File: config.mk
export PLATFORM = sky130hd
export DESIGN_NAME = mem_arbiter
export DESIGN_NICKNAME = d
export VERILOG_FILES = /design/src/rtl/cpu_types_pkg.sv /design/src/rtl/mem_arbiter.sv
export SDC_FILE = /design/constraint.sdc
export NUM_CORES = 1
export LEC_CHECK = 0
export BUFFER_PORTS_ARGS = -buffer_cell sky130_fd_sc_hd__buf_2
export CORE_AREA = 3 3 103 105
export DETAILED_ROUTE_END_ITERATION = 7
export DIE_AREA = 0 0 106 108
export GPL_TIMING_DRIVEN = 0
export HOLD_SLACK_MARGIN = 0.02
export PLACE_DENSITY_LB_ADDON = 0.25
export SLEW_MARGIN = 20
export SYNTH_ARGS = -nofsm -noshare
export SYNTH_HDL_FRONTEND = slang
export SYNTH_SLANG_ARGS = --single-unit
File: constraint.sdc
create_clock -name CLK -period 2.26 [get_ports CLK]
set_input_delay 0.113 -clock CLK [delete_from_list [all_inputs] [get_ports CLK]]
set_output_delay 0.113 -clock CLK [all_outputs]
set_load 0.02 [all_outputs]
File: src/rtl/cpu_types_pkg.sv
// cpu_types_pkg: shared CPU bus word type and memory arbiter defaults
package cpu_types_pkg;
  typedef logic [31:0] word_t;
  localparam logic [7:0] MEM_TIMEOUT = 8'd255;
endpackage

File: src/rtl/mem_arbiter.sv
// mem_arbiter: shares one RAM port between instruction fetch and data access with a watchdog abort
module mem_arbiter
  import cpu_types_pkg::*;
#(
  parameter logic [7:0] TIMEOUT = MEM_TIMEOUT
) (
  input  logic  CLK,
  input  logic  RST,
  input  logic  iREN,
  input  word_t iaddr,
  output logic  iwait,
  output word_t iload,
  input  logic  dREN,
  input  logic  dWEN,
  input  word_t daddr,
  input  word_t dstore,
  output logic  dwait,
  output word_t dload,
  output logic  ramREN,
  output logic  ramWEN,
  output word_t ramaddr,
  output word_t ramstore,
  input  word_t ramload,
  input  logic  ram_ready,
  output logic  timeout
);
  typedef enum logic [1:0] {IDLE, IACC, DACC} state_t;
  state_t state;
  logic last_data, write_q;
  word_t addr_q, store_q;
  logic [7:0] cnt;
  always_comb begin
    iwait = !(state == IACC && ram_ready);
    dwait = !(state == DACC && ram_ready);
    iload = iwait ? '0 : ramload;
    dload = dwait ? '0 : ramload;
    ramREN = state == IACC || (state == DACC && !write_q);
    ramWEN = state == DACC && write_q;
  end
  assign ramaddr = addr_q;
  assign ramstore = store_q;
  // a tie goes to the side not served last; an abort leaves last_data untouched
  always_ff @(posedge CLK)
    if (RST) begin
      state <= IDLE;
      last_data <= 1'b1;
      write_q <= 1'b0;
      addr_q <= '0;
      store_q <= '0;
      cnt <= '0;
      timeout <= 1'b0;
    end else
      case (state)
        IDLE:
          if ((dREN || dWEN) && (!iREN || !last_data)) begin
            state <= DACC;
            addr_q <= daddr;
            store_q <= dstore;
            write_q <= dWEN;
            cnt <= '0;
          end else if (iREN) begin
            state <= IACC;
            addr_q <= iaddr;
            write_q <= 1'b0;
            cnt <= '0;
          end
        IACC, DACC:
          if (ram_ready) begin
            state <= IDLE;
            last_data <= state == DACC;
          end else begin
            cnt <= cnt + 8'd1;
            if (cnt + 8'd1 >= TIMEOUT) begin
              state <= IDLE;
              timeout <= 1'b1;
            end
          end
        default: state <= IDLE;
      endcase
endmodule

# [Word-level counts from Yosys, hierarchy flattened]
# Cells that the tools add are included.
# W data, S select, Z words.
[op_classes] bitwise_logic=1 muxes=15 shift=0 magnitude_cmp=1 add_sub_neg=1 eq_ne=5 reduce_logical=23 div=0 n_mul=0
[ops] operator="$mux W32" count=4
[ops] operator="$mux W8" count=3
[ops] operator="$pmux W8 S2" count=1
[ops] operator="$add A8 B1 Y8 const B" count=1
[ops] operator="$ge A8 B8 Y1 const B" count=1
[ops] operator="$mux W2" count=4
[ops] operator="$reduce_and A2 Y1" count=4
[ops] operator="$ne A3 B3 Y1 const B" count=2
[ops] operator="$reduce_and A3 Y1" count=2
[ops] operator="$logic_and A1 B1 Y1" count=5
[ops] operator="$logic_not A1 Y1" count=5
[ops] operator="$pmux W2 S2" count=1
[ops] operator="$reduce_bool A2 Y1" count=2
[ops] operator="$logic_or A1 B1 Y1" count=3
[ops] operator="$eq A2 B1 Y1 const B" count=1
[ops] operator="$eq A2 B2 Y1 const B" count=1
[ops] operator="$logic_not A2 Y1" count=1
[ops] operator="$mux W1" count=2
[ops] operator="$ne A2 B2 Y1 const B" count=1
[ops] operator="$reduce_or A2 Y1" count=1
[ops] operator="$not A1 Y1" count=1
[word_totals] rom_bits=0 output_inout_bits=133 mem_count=0 wordCells=53 ramBits=0 in_bits=134 latchBits=0 regBits=77

# [Depth between registers and ports, before layout]
# Gate-level depths: netlist (run 1).
[logic_depth] depth_word=5 depth_mapped=8 depth_no_buf=7

# [Least setup slack after synthesis (run 1)]
# No wires, ideal clock.
[synth_path] kind="reg-to-reg" start="register state[0]" end="register cnt[4]" path_buffers=0 period_less_slack_ns=1.672 path_slack_ns=0.588 arrival_ns=1.544 required_ns=2.132 path_stages_with_launch=8 setup_time_ns=0.128 path_cell_list="dfxtp_1 inv_1 ha_1 or4b_4 and3_2 o21ai_1 o31a_1 nor2_1"
[synth_between] elab_chain_len=4 word_cells_on_any_way=9 cone_classes="eq/ne: 4; mux: 1; reduce/logical: 4"
[synth_rtl] element="start: declaration" line_no="mem_arbiter.sv:28" text="state_t state;"
[synth_rtl] element="start signal: assignment" line_no="mem_arbiter.sv:45" text="state <= IDLE;"
[synth_rtl] element="start signal: assignment" line_no="mem_arbiter.sv:56" text="state <= DACC;"
[synth_rtl] element="start signal: assignment" line_no="mem_arbiter.sv:62" text="state <= IACC;"
[synth_rtl] element="$eq A2 B1 Y1 or $eq A2 B2 Y1 (tied branches)" line_no="mem_arbiter.sv:53" text="case (state)"
[synth_rtl] element="$reduce_or A2 Y1" line_no="mem_arbiter.sv:53"
[synth_rtl] element="$ne A2 B2 Y1 (no source line) or $reduce_bool A2 Y1 (tied branches)"
[synth_rtl] element="$reduce_and A3 Y1 (no source line)"
[synth_rtl] element="end signal: assignment" line_no="mem_arbiter.sv:72" text="cnt <= cnt + 8'd1;"
[synth_rtl] element="end: declaration" line_no="mem_arbiter.sv:31" text="logic [7:0] cnt;"
# Parallel ways exist; a longest one is shown, timed or not.
# A chain may end at the register's enable or synchronous reset.

# [Worst setup path after layout (run 1)]
[layout_path] start="register state[0]" end="output dload[24]"
[layout_between] elab_chain_len=3
[layout_rtl] element="$eq A2 B2 Y1" line_no="mem_arbiter.sv:34" text="dwait = !(state == DACC && ram_ready);"
[layout_rtl] element="$logic_and A1 B1 Y1" line_no="mem_arbiter.sv:34"
[layout_rtl] element="$mux W32" line_no="mem_arbiter.sv:36" text="dload = dwait ? '0 : ramload;"
[layout_rtl] element="end: declaration" line_no="mem_arbiter.sv:18" text="output word_t dload,"
# No other way between the ends.

==> metrics.md, run 1 <==
| Metric | Value |
|---|---|
| Outcome | `completed` |
| Filler cells | `926` |
| Arr. time, crit path | `1.86 ns` |
| P&R area growth vs syn | `53.66%` |
| Vias per inst | `4.986` |
| Post-Layout Cell Count | `909` |
| Dpl cells | `860` |
| Rows | `36` |
| Hold_ws | `0.06699 ns` |
| Routability cong. | `1.012` |
| Nets | `909` |
| TritonCTS buffer count | `9` |
| Cell variety after synth | `41` |
| Yosys reg bits | `77` |
| Via Count | `4532` |
| CP startpoint kind | `register` |
| Leak Pwr | `3.134 nW` |
| Final hold viol count | `0` |
| Synthesized area | `3761 sq um` |
| Max stage delay on crit path | `0.34 ns` |
| Post-synth top area cell | `dfxtp_1` |
| Die width | `106 microns` |
| Die height | `108 microns` |
| Setup TNS | `0 ns` |
| TritonCTS clock tree | `done` |
| Clock latency on the worst-skew pair | `0.34 ns` |
| Tmin final | `1.974 ns` |
| Maximum vdd drop | `0.6208 mV` |
| Fmax achieved | `506.5 MHz` |
| Vias in the first global route | `4559` |
| Pin count of the biggest net entering global routing | `13` |
| Syn Nets | `601` |
| Setup crit end kind | `output pin` |
| Sequential power share | `32.2%` |
| Psw | `2.531 mW` |
| Combinational Power Share | `49.6%` |
| GRT Overall Usage | `24.00%` |
| RSZ-0062 raised after global routing | `false` |
| Initial antenna violation count | `0` |
| IO Port Bufs | `265` |
| Slowest CP cell | `ha_1` |
| Clock Tree Buf Depth | `2` |
| Switching share of power | `43.44%` |
| Relative slew slack | `63.78%` |
| Final WL | `14010 microns` |
| Worst clock skew | `0.008969 ns` |
| Design Power | `5.826 mW` |
| Sequential share of the synthesized area | `40.98%` |
| Gr ovfl total | `0` |
| Maxcap violations | `0` |
| Worst-path clk slew | `0.07 ns` |
| Clock sink count | `77` |
| Core area | `9729 sq um` |
| Final Slew Violations | `0` |
| Share of layout cells above drive strength 1 | `37.81%` |
| Register Area | `1541 sq um` |
| CP required | `2.15 ns` |
| Number of I/O pins | `267` |
| Mean Syn Cell Area | `8.141 sq um` |
| CTS H-Tree Depth | `3` |
| Router iterations before antenna repair | `4` |
| First-pass GRT wire length | `22260 microns` |
| Hpwl dp | `10750 microns` |
| Slew @ Worst Pin | `0.5433 ns` |
| Worst Path Max Fanout | `10` |
| Number of synthesis warnings | `0` |
| Area contributors post-synth | `dfxtp_1 41%, and3_1 11%, mux2i_1 8.5%` |
| Setup-failing EPs final | `0` |
| Initial Util | `38.66%` |
| Iter 0 DRT Violations | `317` |
| Multi-input gate area | `2026 sq um` |
| Final Cycle Share | `87.36%` |
| Tightest Hold Check Type | `in2reg` |
| Crit Path Class | `reg2out` |
| Synthesized netlist cell count | `462` |
| Cell internal pwr | `3.295 mW` |
| Pwr/cell area | `1008 nW/um^2` |
| Routed WL per cell | `15.42 microns` |
| Root buffer cell | `clkbuf_8` |
| Remaining DRCs | `0` |
| Remaining antenna violation count after routing | `0` |
| Top cell type's share of synthesized area | `40.98%` |
| Clk pwr share | `18.2%` |
| Worst path cell trace | `inv_1 -> ha_1 -> clkbuf_1 -> and3_1 -> buf_2` |
| Die area | `11450 sq um` |
registers in the layout (all words and copies together), names as in the netlist:
signal and flops:
timeout 1, ramaddr 32, cnt 8, last_data 1, state 2, write_q 1
ramstore 32
cell families after synthesis:
logic type | Yosys count | share of synthesized area [%]
adders and majority gates | 5 | 1.663
buffers and inverters | 46 | 5.156
muxes | 32 | 8.516
and+or+nand+nor | 207 | 27.08
AOI/OAI and AO/OA | 91 | 15.67
DFF | 77 | 40.98
xor gates and xnor gates | 4 | 0.9316
metrics by stage:
stage / area [sq um] / setup slack, ns / utilization [%]
final: 5779 / 0.2857 / 59.40
after global routing: 5777 / 0.1723 / 59.38
after CTS: 5777 / 0.3080 / 59.38
after detailed placement: 5254 / 0.3554 / 54.00
after global placement: 5254 / 0.4084 / 54.00
after floorplan: 3761 / 0.5884 / -
power groups by stage:
stage                     clock network, mW  logic [mW]  registers (mW)
after floorplan                           0        1.50            2.27
after global placement                    0        2.80            1.89
after detailed placement                  0        2.85            1.90
after CTS                              1.09        2.89            1.87
after global routing                   1.15        3.18            1.92
final                                  1.06        2.89            1.88
path summary, 6_finish.rpt:
| check | endpoint | depth (start not counted) | from | slack [ns] |
|---|---|---|---|---|
| worst min-delay path | write_q$_SDFFE_PP0P_ | 3 | dWEN | 0.07 |
| worst max-delay path | dload[24] | 5 | state[0]$_SDFFE_PP0P_ | 0.29 |
| worst max register to register | cnt[3]$_SDFFE_PP0P_ | 6 | state[1]$_SDFFE_PP0P_ | 0.33 |
| worst min register to register | ramstore[9]$_SDFFE_PP0P_ | 2 | ramstore[9]$_SDFFE_PP0P_ | 0.45 |
critical path: cells and delay by family, from the launching register on:
family	cells	cell delay (ns)
DFF	1	0.32
buffers and inverters	3	0.60
adders and majority gates	1	0.34
and+or+nand+nor	1	0.26
cell usage after synthesis:
library cell,count
and2_1,2
buf_4,4
xor2_1,1
o21ai_1,2
a211oi_1,32
and3_2,1
mux2i_1,32
nand2b_1,1
nor2_1,47
o31a_1,3
buf_1,4
inv_1,6
nand2_1,72
o211ai_2,1
o32ai_1,2
and2b_1,1
nand3b_1,1
nand3_1,4
a2bb2oi_1,1
nor4b_2,1
xnor2_1,3
and3_1,66
a211o_1,1
o211a_1,1
dfxtp_1,77
a221oi_2,1
or4b_4,1
o21ai_0,4
a21o_1,1
nor3b_1,1
clkbuf_1,27
a21oi_1,41
nor2b_1,1
nand4b_1,2
or2_1,1
nand4_1,1
buf_2,5
or3_1,2
o21bai_1,1
ha_1,5
nor4_1,2
cell type report:
cell class,count,area share (%)
Sequential cell,77,26.67
Timing Repair Buffer,297,28.49
Multi-Input combinational cell,339,35.05
Inverter,6,0.3897
Tap cell,133,2.879
Buffer,40,2.966
Clock buffer,13,2.750
Clock inverter,3,0.7577
Antenna cell,1,0.04330
per-layer routing:
metal / vias to the layer above / global-route usage, % / wire [microns]
met3: 30 / 6.030 / 932
met4: 0 / 9.343 / 329
li1: 2233 / - / -
met1: 2086 / 27.66 / 5465
met2: 183 / 42.85 / 7284
met5: - / 0 / 0
timing repair:
| action | in CTS | in global routing |
|---|---|---|
| hold endpoints to repair | 32 | 0 |
| gates resized for setup | 0 | 0 |
| hold buffers | 32 | 0 |
| setup buffers | 0 | 0 |
| setup endpoints to repair | 0 | 0 |
cells in the final DEF, fill, tap and decap left out, drive strengths merged, types with 2 or more instances in the layout:
master	instances
and3	67
a211oi	32
clkbuf	40
a21oi	41
dfxtp	77
nor2	47
o31a	3
nand3	4
or3	2
o32ai	2
nand4b	2
clkinv	2
and2	2
xnor2	3
inv	6
dlygate4sd3	32
nand2	72
nor4	2
ha	5
o21ai	6
buf	278
mux2i	32
No activity file was read; power rests on OpenSTA's default activity.
==> inputs of run 2 (changes only) <==
- CORE_AREA: 3 3 103 105 -> not set
- CORE_MARGIN: not set -> 3
- CORE_UTILIZATION: not set -> 37
- DIE_AREA: 0 0 106 108 -> not set
- clock period: 2.26 -> 1.7 ns (I/O delays scaled with it)
==> metrics.md, run 2 (synthesis gave the netlist of run 1 again) <==
| Metric | Value |
|---|---|
| Setup TNS | `-0.04862 ns (was 0 ns)` |
| Core area | `9819 sq um (was 9729 sq um)` |
| Relative slew slack | `65.04% (was 63.78%)` |
| Final core area utilization | `60.77% (was 59.40%)` |
| Worst reg2reg path depth | `7 (was 6)` |
| GRT Overall Usage | `25.39% (was 24.00%)` |
| Root buffer cell | `clkbuf_8 (unchanged)` |
| Initial Util | `38.30% (was 38.66%)` |
| Clock latency on the worst-skew pair | `0.35 ns (was 0.34 ns)` |
| IO Port Bufs | `265 (unchanged)` |
| Initial antenna violation count | `0 (unchanged)` |
| Crit Path Class | `reg2reg (was reg2out)` |
| Most common cell after layout, fill and taps aside | `buf_2 (unchanged)` |
| Failing checks | `setup timing` |
| Met3 wire length | `806 microns (was 932 microns)` |
| Leak Pwr | `3.203 nW (was 3.134 nW)` |
| Finished Cell Area | `5967 sq um (was 5779 sq um)` |
| Final Cycle Share | `101.9%` |
| Gr ovfl total | `0 (unchanged)` |
| Die area | `11410 sq um (was 11450 sq um)` |
| Routed WL per cell | `16.42 microns (was 15.42 microns)` |
| Number of I/O pins | `267 (unchanged)` |
| Maximum vdd drop | `0.8186 mV (was 0.6208 mV)` |
| Final hold viol count | `0 (unchanged)` |
| CTS H-Tree Depth | `3 (unchanged)` |
| Remaining antenna violation count after routing | `0 (unchanged)` |
| Router iterations before antenna repair | `4 (unchanged)` |
| Remaining DRCs | `0 (unchanged)` |
| Met2 wire length | `7852 microns (was 7284 microns)` |
| Setup crit end kind | `register (was output pin)` |
| Placed cell area | `5254 sq um (unchanged)` |
| Routability cong. | `0.9706 (was 1.012)` |
| TritonCTS buffer count | `9 (unchanged)` |
| RSZ-0062 raised after global routing | `true (was false)` |
| Setup-failing EPs final | `3 (was 0)` |
| Nets | `916 (was 909)` |
| Arr. time, crit path | `1.95 ns (was 1.86 ns)` |
| Pwr/cell area | `1369 nW/um^2 (was 1008 nW/um^2)` |
| Final WL | `15030 microns (was 14010 microns)` |
| First-pass GRT wire length | `23100 microns (was 22260 microns)` |
| Clock sink count | `77 (unchanged)` |
| Via Count | `4580 (was 4532)` |
| Die width | `106.8 microns (was 106 microns)` |
| Tightest Hold Check Type | `in2reg (unchanged)` |
| CP required | `1.92 ns (was 2.15 ns)` |
| Rows | `36 (unchanged)` |
| Design Power | `8.169 mW (was 5.826 mW)` |
| Setup ws final | `-0.03256 ns (was 0.2857 ns)` |
| Iter 0 DRT Violations | `188 (was 317)` |
| Slew @ Worst Pin | `0.5244 ns (was 0.5433 ns)` |
| Pin count of the biggest net entering global routing | `15 (was 13)` |
| # diodes | `0 (was 1)` |
| Tmin final | `1.733 ns` |
| Vias in the first global route | `4733 (was 4559)` |
| CP startpoint kind | `register (unchanged)` |
| TritonCTS clock tree | `done (unchanged)` |
| Share of layout cells above drive strength 1 | `42.58% (was 37.81%)` |
| Vias per inst | `5.005 (was 4.986)` |
| Worst Path Max Fanout | `7 (was 10)` |
| Final Slew Violations | `0 (unchanged)` |
| DRT met1 WL | `6047 microns (was 5465 microns)` |
| Worst-path clk slew | `0.09 ns (was 0.07 ns)` |
| Hold path depth | `3 (unchanged)` |
| Outcome | `finished with violations (was completed)` |
| Top layer reached by signal wires | `met4 (unchanged)` |
| Fmax achieved | `577.2 MHz` |
| P&R area growth vs syn | `58.65% (was 53.66%)` |
| Clock Tree Buf Depth | `2 (unchanged)` |
| Worst clock skew | `0.01002 ns (was 0.008969 ns)` |
| Maxcap violations | `0 (unchanged)` |
| Die height | `106.8 microns (was 108 microns)` |
| Most frequent cells in the layout | `269 x buf_2, 72 x dfxtp_1, 71 x nand2_1 (was 270 x buf_2, 77 x dfxtp_1, 72 x nand2_1)` |
| Hpwl dp | `11240 microns (was 10750 microns)` |
| Setup WS pre-CTS | `-0.2392 ns (was 0.3554 ns)` |
==> run 2: changes by cell type in the layout (fill, tap and decap cells not counted), sizes merged <==
| cell | previous run | this run |
|---|---|---|
| diode | 1 | 0 |
| inv | 6 | 8 |
| buf | 278 | 281 |
| dlygate4sd3 | 32 | 33 |
| clkinvlp | 0 | 3 |
| o211ai | 1 | 2 |
| clkbuf | 40 | 39 |
| clkinv | 2 | 0 |
==> run 2: metrics by stage <==
stage               instances  hold slack, ns
floorplan                 462          0.2210
global route              915         0.06685
global placement          860          0.3261
detailed placement        860          0.3336
CTS                       913         0.05655
finish                    915         0.06467
==> run 2: power breakdown <==
part           switching, mW  internal (mW)  total (mW)
sequential             0.248           2.27        2.51
clock                  0.730          0.689        1.42
combinational           2.63           1.60        4.24
total                   3.61           4.56        8.17
==> run 2: worst max-delay path, stage by stage, from the launching register on <==
cell and delay [ns]:
dfxtp_2 0.33, inv_2 0.09, ha_4 0.16, or4b_4 0.55
and3_4 0.19, o21ai_2 0.11, o31a_1 0.15, nor2_1 0.04
==> run 2: per-layer routing <==
metal,global-route usage (%),up-vias
met5,0,-
met4,8.128,0
met3,5.418,27
met2,46.72,166
met1,29.12,2140
li1,-,2247
==> run 2: repair_timing <==
action / 4_1_cts / 5_1_grt
pin swaps: 4 / 10
endpoints found under the hold margin: 33 / 0
setup endpoints to repair: 100 / 122
cloned: 0 / 1
hold buffers: 33 / 0
setup buffers: 4 / 1
gates resized for setup: 33 / 28
==> run 2: path summary, 6_finish.rpt <==
kind	end	slack, ns	start
setup / recovery	cnt[4]$_SDFFE_PP0P_	-0.03	state[0]$_SDFFE_PP0P_
hold / removal	ramaddr[20]$_SDFFE_PP0P_	0.06	iaddr[20]
setup reg to reg	cnt[4]$_SDFFE_PP0P_	-0.03	state[0]$_SDFFE_PP0P_
hold reg to reg	timeout$_SDFFE_PP0P_	0.45	timeout$_SDFFE_PP0P_
==> run 2: area by class of cell <==
| class | instances | area, sq um |
|---|---|---|
| inverter | 6 | 25.02 |
| tap | 133 | 166.4 |
| timing repair buffer | 303 | 1694 |
| fill | 913 | 3852 |
| multi-input combinational | 340 | 2118 |
| clock buffer | 10 | 127.6 |
| sequential | 77 | 1553 |
| buffer | 40 | 212.7 |
| clock inverter | 6 | 70.07 |
==> inputs of run 3 (changes only) <==
--- a/config.mk
+++ b/config.mk
@@ -13,4 +13,5 @@
 export HOLD_SLACK_MARGIN = 0.02
 export PLACE_DENSITY_LB_ADDON = 0.25
+export RECOVER_POWER = 25
 export SLEW_MARGIN = 20
 export SYNTH_ARGS = -nofsm -noshare
==> constraint.sdc (replaced) <==
create_clock -name CLK -period 1.7 [get_ports CLK]
set_input_delay 0.34 -clock CLK [delete_from_list [all_inputs] [get_ports CLK]]
set_output_delay 0.34 -clock CLK [all_outputs]
set_load 0.02 [all_outputs]
==> metrics.md, run 3 (synthesis gave the netlist of run 1 again) <==
| Metric | Value |
|---|---|
| Die height | `106.8 microns (unchanged)` |
| Rows | `36 (unchanged)` |
| Max stage delay on crit path | `0.37 ns (was 0.55 ns)` |
| Worst-path clk slew | `0.09 ns (about the same)` |
| Final Slew Violations | `0 (unchanged)` |
| Clock Tree Buf Depth | `2 (unchanged)` |
| Clock sink count | `77 (unchanged)` |
| Slew @ Worst Pin | `0.5723 ns (was 0.5244 ns)` |
| Initial antenna violation count | `1 (was 0)` |
| Share of layout cells above drive strength 1 | `45.42% (was 42.58%)` |
| Clock latency on the worst-skew pair | `0.35 ns (about the same)` |
| Cell mode on critical path | `buf_4` |
| Gr ovfl total | `0 (unchanged)` |
| Filler cells | `920 (was 913)` |
| CP startpoint kind | `register (unchanged)` |
| Fmax achieved | `559.6 MHz (was 577.2 MHz)` |
| Core area | `9819 sq um (unchanged)` |
| Register Area | `1558 sq um (was 1553 sq um)` |
| Root buffer cell | `clkbuf_8 (unchanged)` |
| Routability cong. | `0.9706 (unchanged)` |
| Vias in the first global route | `4511 (was 4733)` |
| Worst clock skew | `0.008964 ns (was 0.01002 ns)` |
| Setup ws final | `-0.08715 ns (was -0.03256 ns)` |
| Remaining DRCs | `0 (unchanged)` |
| Pin count of the biggest net entering global routing | `15 (unchanged)` |
| Leak Pwr | `2.984 nW (was 3.203 nW)` |
| IO Port Bufs | `265 (unchanged)` |
| Tmin final | `1.787 ns (was 1.733 ns)` |
| Outcome | `finished with violations (unchanged)` |
| Multi-input gate area | `2313 sq um (was 2118 sq um)` |
| Die area | `11410 sq um (unchanged)` |
| Worst Path Max Fanout | `7 (unchanged)` |
| Remaining antenna violation count after routing | `0 (unchanged)` |
| Setup crit end kind | `output pin (was register)` |
| CTS Hold Bufs | `0 (was 33)` |
| Most frequent cells in the layout | `174 x buf_2, 72 x dfxtp_1, 71 x nand2_1 (was 269 x buf_2, 72 x dfxtp_1, 71 x nand2_1)` |
| Crit Path Class | `reg2out (was reg2reg)` |
| Setup WS pre-CTS | `-0.2392 ns (unchanged)` |
| Final WL | `15250 microns (was 15030 microns)` |
| CP required | `1.36 ns (was 1.92 ns)` |
| Router iterations before antenna repair | `4 (unchanged)` |
| TritonCTS clock tree | `done (unchanged)` |
| Final hold viol count | `0 (unchanged)` |
| Pwr/cell area | `1389 nW/um^2 (was 1369 nW/um^2)` |
| Most common cell after layout, fill and taps aside | `buf_2 (unchanged)` |
| WP buf/inv | `3 (was 1)` |
| Routed WL per cell | `17.20 microns (was 16.42 microns)` |
| Design Power | `8.722 mW (was 8.169 mW)` |
| Number of I/O pins | `267 (unchanged)` |
| Iter 0 DRT Violations | `236 (was 188)` |
| First-pass GRT wire length | `22420 microns (was 23100 microns)` |
| Failing checks | `setup timing (unchanged)` |
| Setup-failing EPs final | `70 (was 3)` |
| Slowest CP cell | `dfxtp_4 (was or4b_4)` |
| Final core area utilization | `63.94% (was 60.77%)` |
| Via Count | `4518 (was 4580)` |
| Worst path cell trace | `inv_4 -> ha_4 -> buf_4 -> and3_1 -> buf_4 (was inv_2 -> ha_4 -> or4b_4 -> and3_4 -> o21ai_2 -> o31a_1 -> nor2_1)` |
| Vias per inst | `5.094 (was 5.005)` |
| Relative slew slack | `61.85% (was 65.04%)` |
| Tightest Hold Check Type | `in2reg (unchanged)` |
| Die width | `106.8 microns (unchanged)` |
| Arr. time, crit path | `1.45 ns (was 1.95 ns)` |
| Nets | `887 (was 916)` |
| Maximum vdd drop | `0.9091 mV (was 0.8186 mV)` |
| Maxcap violations | `0 (unchanged)` |
| Final Cycle Share | `105.1% (was 101.9%)` |
| RSZ-0062 raised after global routing | `true (unchanged)` |
| Critical path's top delay family | `buffers and inverters (was simple AND/OR/NAND/NOR gates)` |
| P&R area growth vs syn | `66.93% (was 58.65%)` |
| CTS H-Tree Depth | `3 (unchanged)` |
| Initial Util | `38.30% (unchanged)` |
| Setup TNS | `-4.368 ns (was -0.04862 ns)` |
| TritonCTS buffer count | `9 (unchanged)` |
| GRT Overall Usage | `24.66% (was 25.39%)` |
| Hpwl dp | `11240 microns (unchanged)` |
[run 3: cell count changes in the layout (fill, tap and decap cells not counted), moves of 2 or more]
cell and change:
and3_1 -30, and3_4 +30, buf_2 -95, buf_4 +8, buf_6 +60, buf_8 +6
clkbuf_1 +28, clkbuf_4 -3, dfxtp_2 -2, dfxtp_4 +2, dlygate4sd3_1 -33, ha_2 -2
ha_4 +2
[run 3: power breakdown]
group	switching [mW]	internal (mW)	total, mW
Combinational	2.79	1.98	4.77
Clock	0.721	0.689	1.41
Sequential	0.267	2.27	2.54
[run 3: area by class of cell]
class,instances,share of cell area (%)
well taps,133,2.650
inverters,6,0.4783
clock buffers,10,2.033
plain buffers,40,4.205
clock inverters,6,1.116
flip-flops and latches,77,24.81
diodes,1,0.03986
repair buffers,274,27.82
multi-input cells,340,36.85
[run 3: worst reg2reg max path: stages, from the launching register on]
cell,delay [ns]
dfxtp_4,0.37
inv_6,0.07
ha_4,0.13
or4b_4,0.58
and3_4,0.20
o21ai_2,0.11
o31a_1,0.15
nor2_1,0.04
[run 3: timing repair]
action / in CTS / in global routing
gates cloned: 1 / 1
setup endpoints to repair: 109 / 124
pin swaps: 8 / 13
setup buffers: 5 / 3
gates resized for setup: 159 / 91
[run 3: worst paths after layout]
path | endpoint | cells after the start | start | slack [ns]
setup reg to reg | cnt[4]$_SDFFE_PP0P_ | 7 | state[1]$_SDFFE_PP0P_ | -0.08
hold reg to reg | timeout$_SDFFE_PP0P_ | 2 | timeout$_SDFFE_PP0P_ | 0.45
hold / removal | ramstore[10]$_SDFFE_PP0P_ | 3 | dstore[10] | 0.23
setup / recovery | dload[17] | 5 | state[0]$_SDFFE_PP0P_ | -0.09
[run 3: through the flow]
stage	hold WS [ns]	instance area, sq um	instances
2_1_floorplan	0.4357	3761	462
3_3_place_gp	0.4359	5254	860
3_5_place_dp	0.4382	5254	860
4_1_cts	0.2098	6013	882
5_1_grt	0.2138	6279	887
6_report	0.2255	6279	887
[run 3: per-layer routing]
layer / vias up / global-route usage (%) / wire length [microns]
li1: 2191 / - / -
met1: 2149 / 29.16 / 6046
met2: 161 / 44.29 / 8056
met3: 17 / 5.659 / 882
met4: 0 / 7.397 / 267
met5: - / 0 / 0
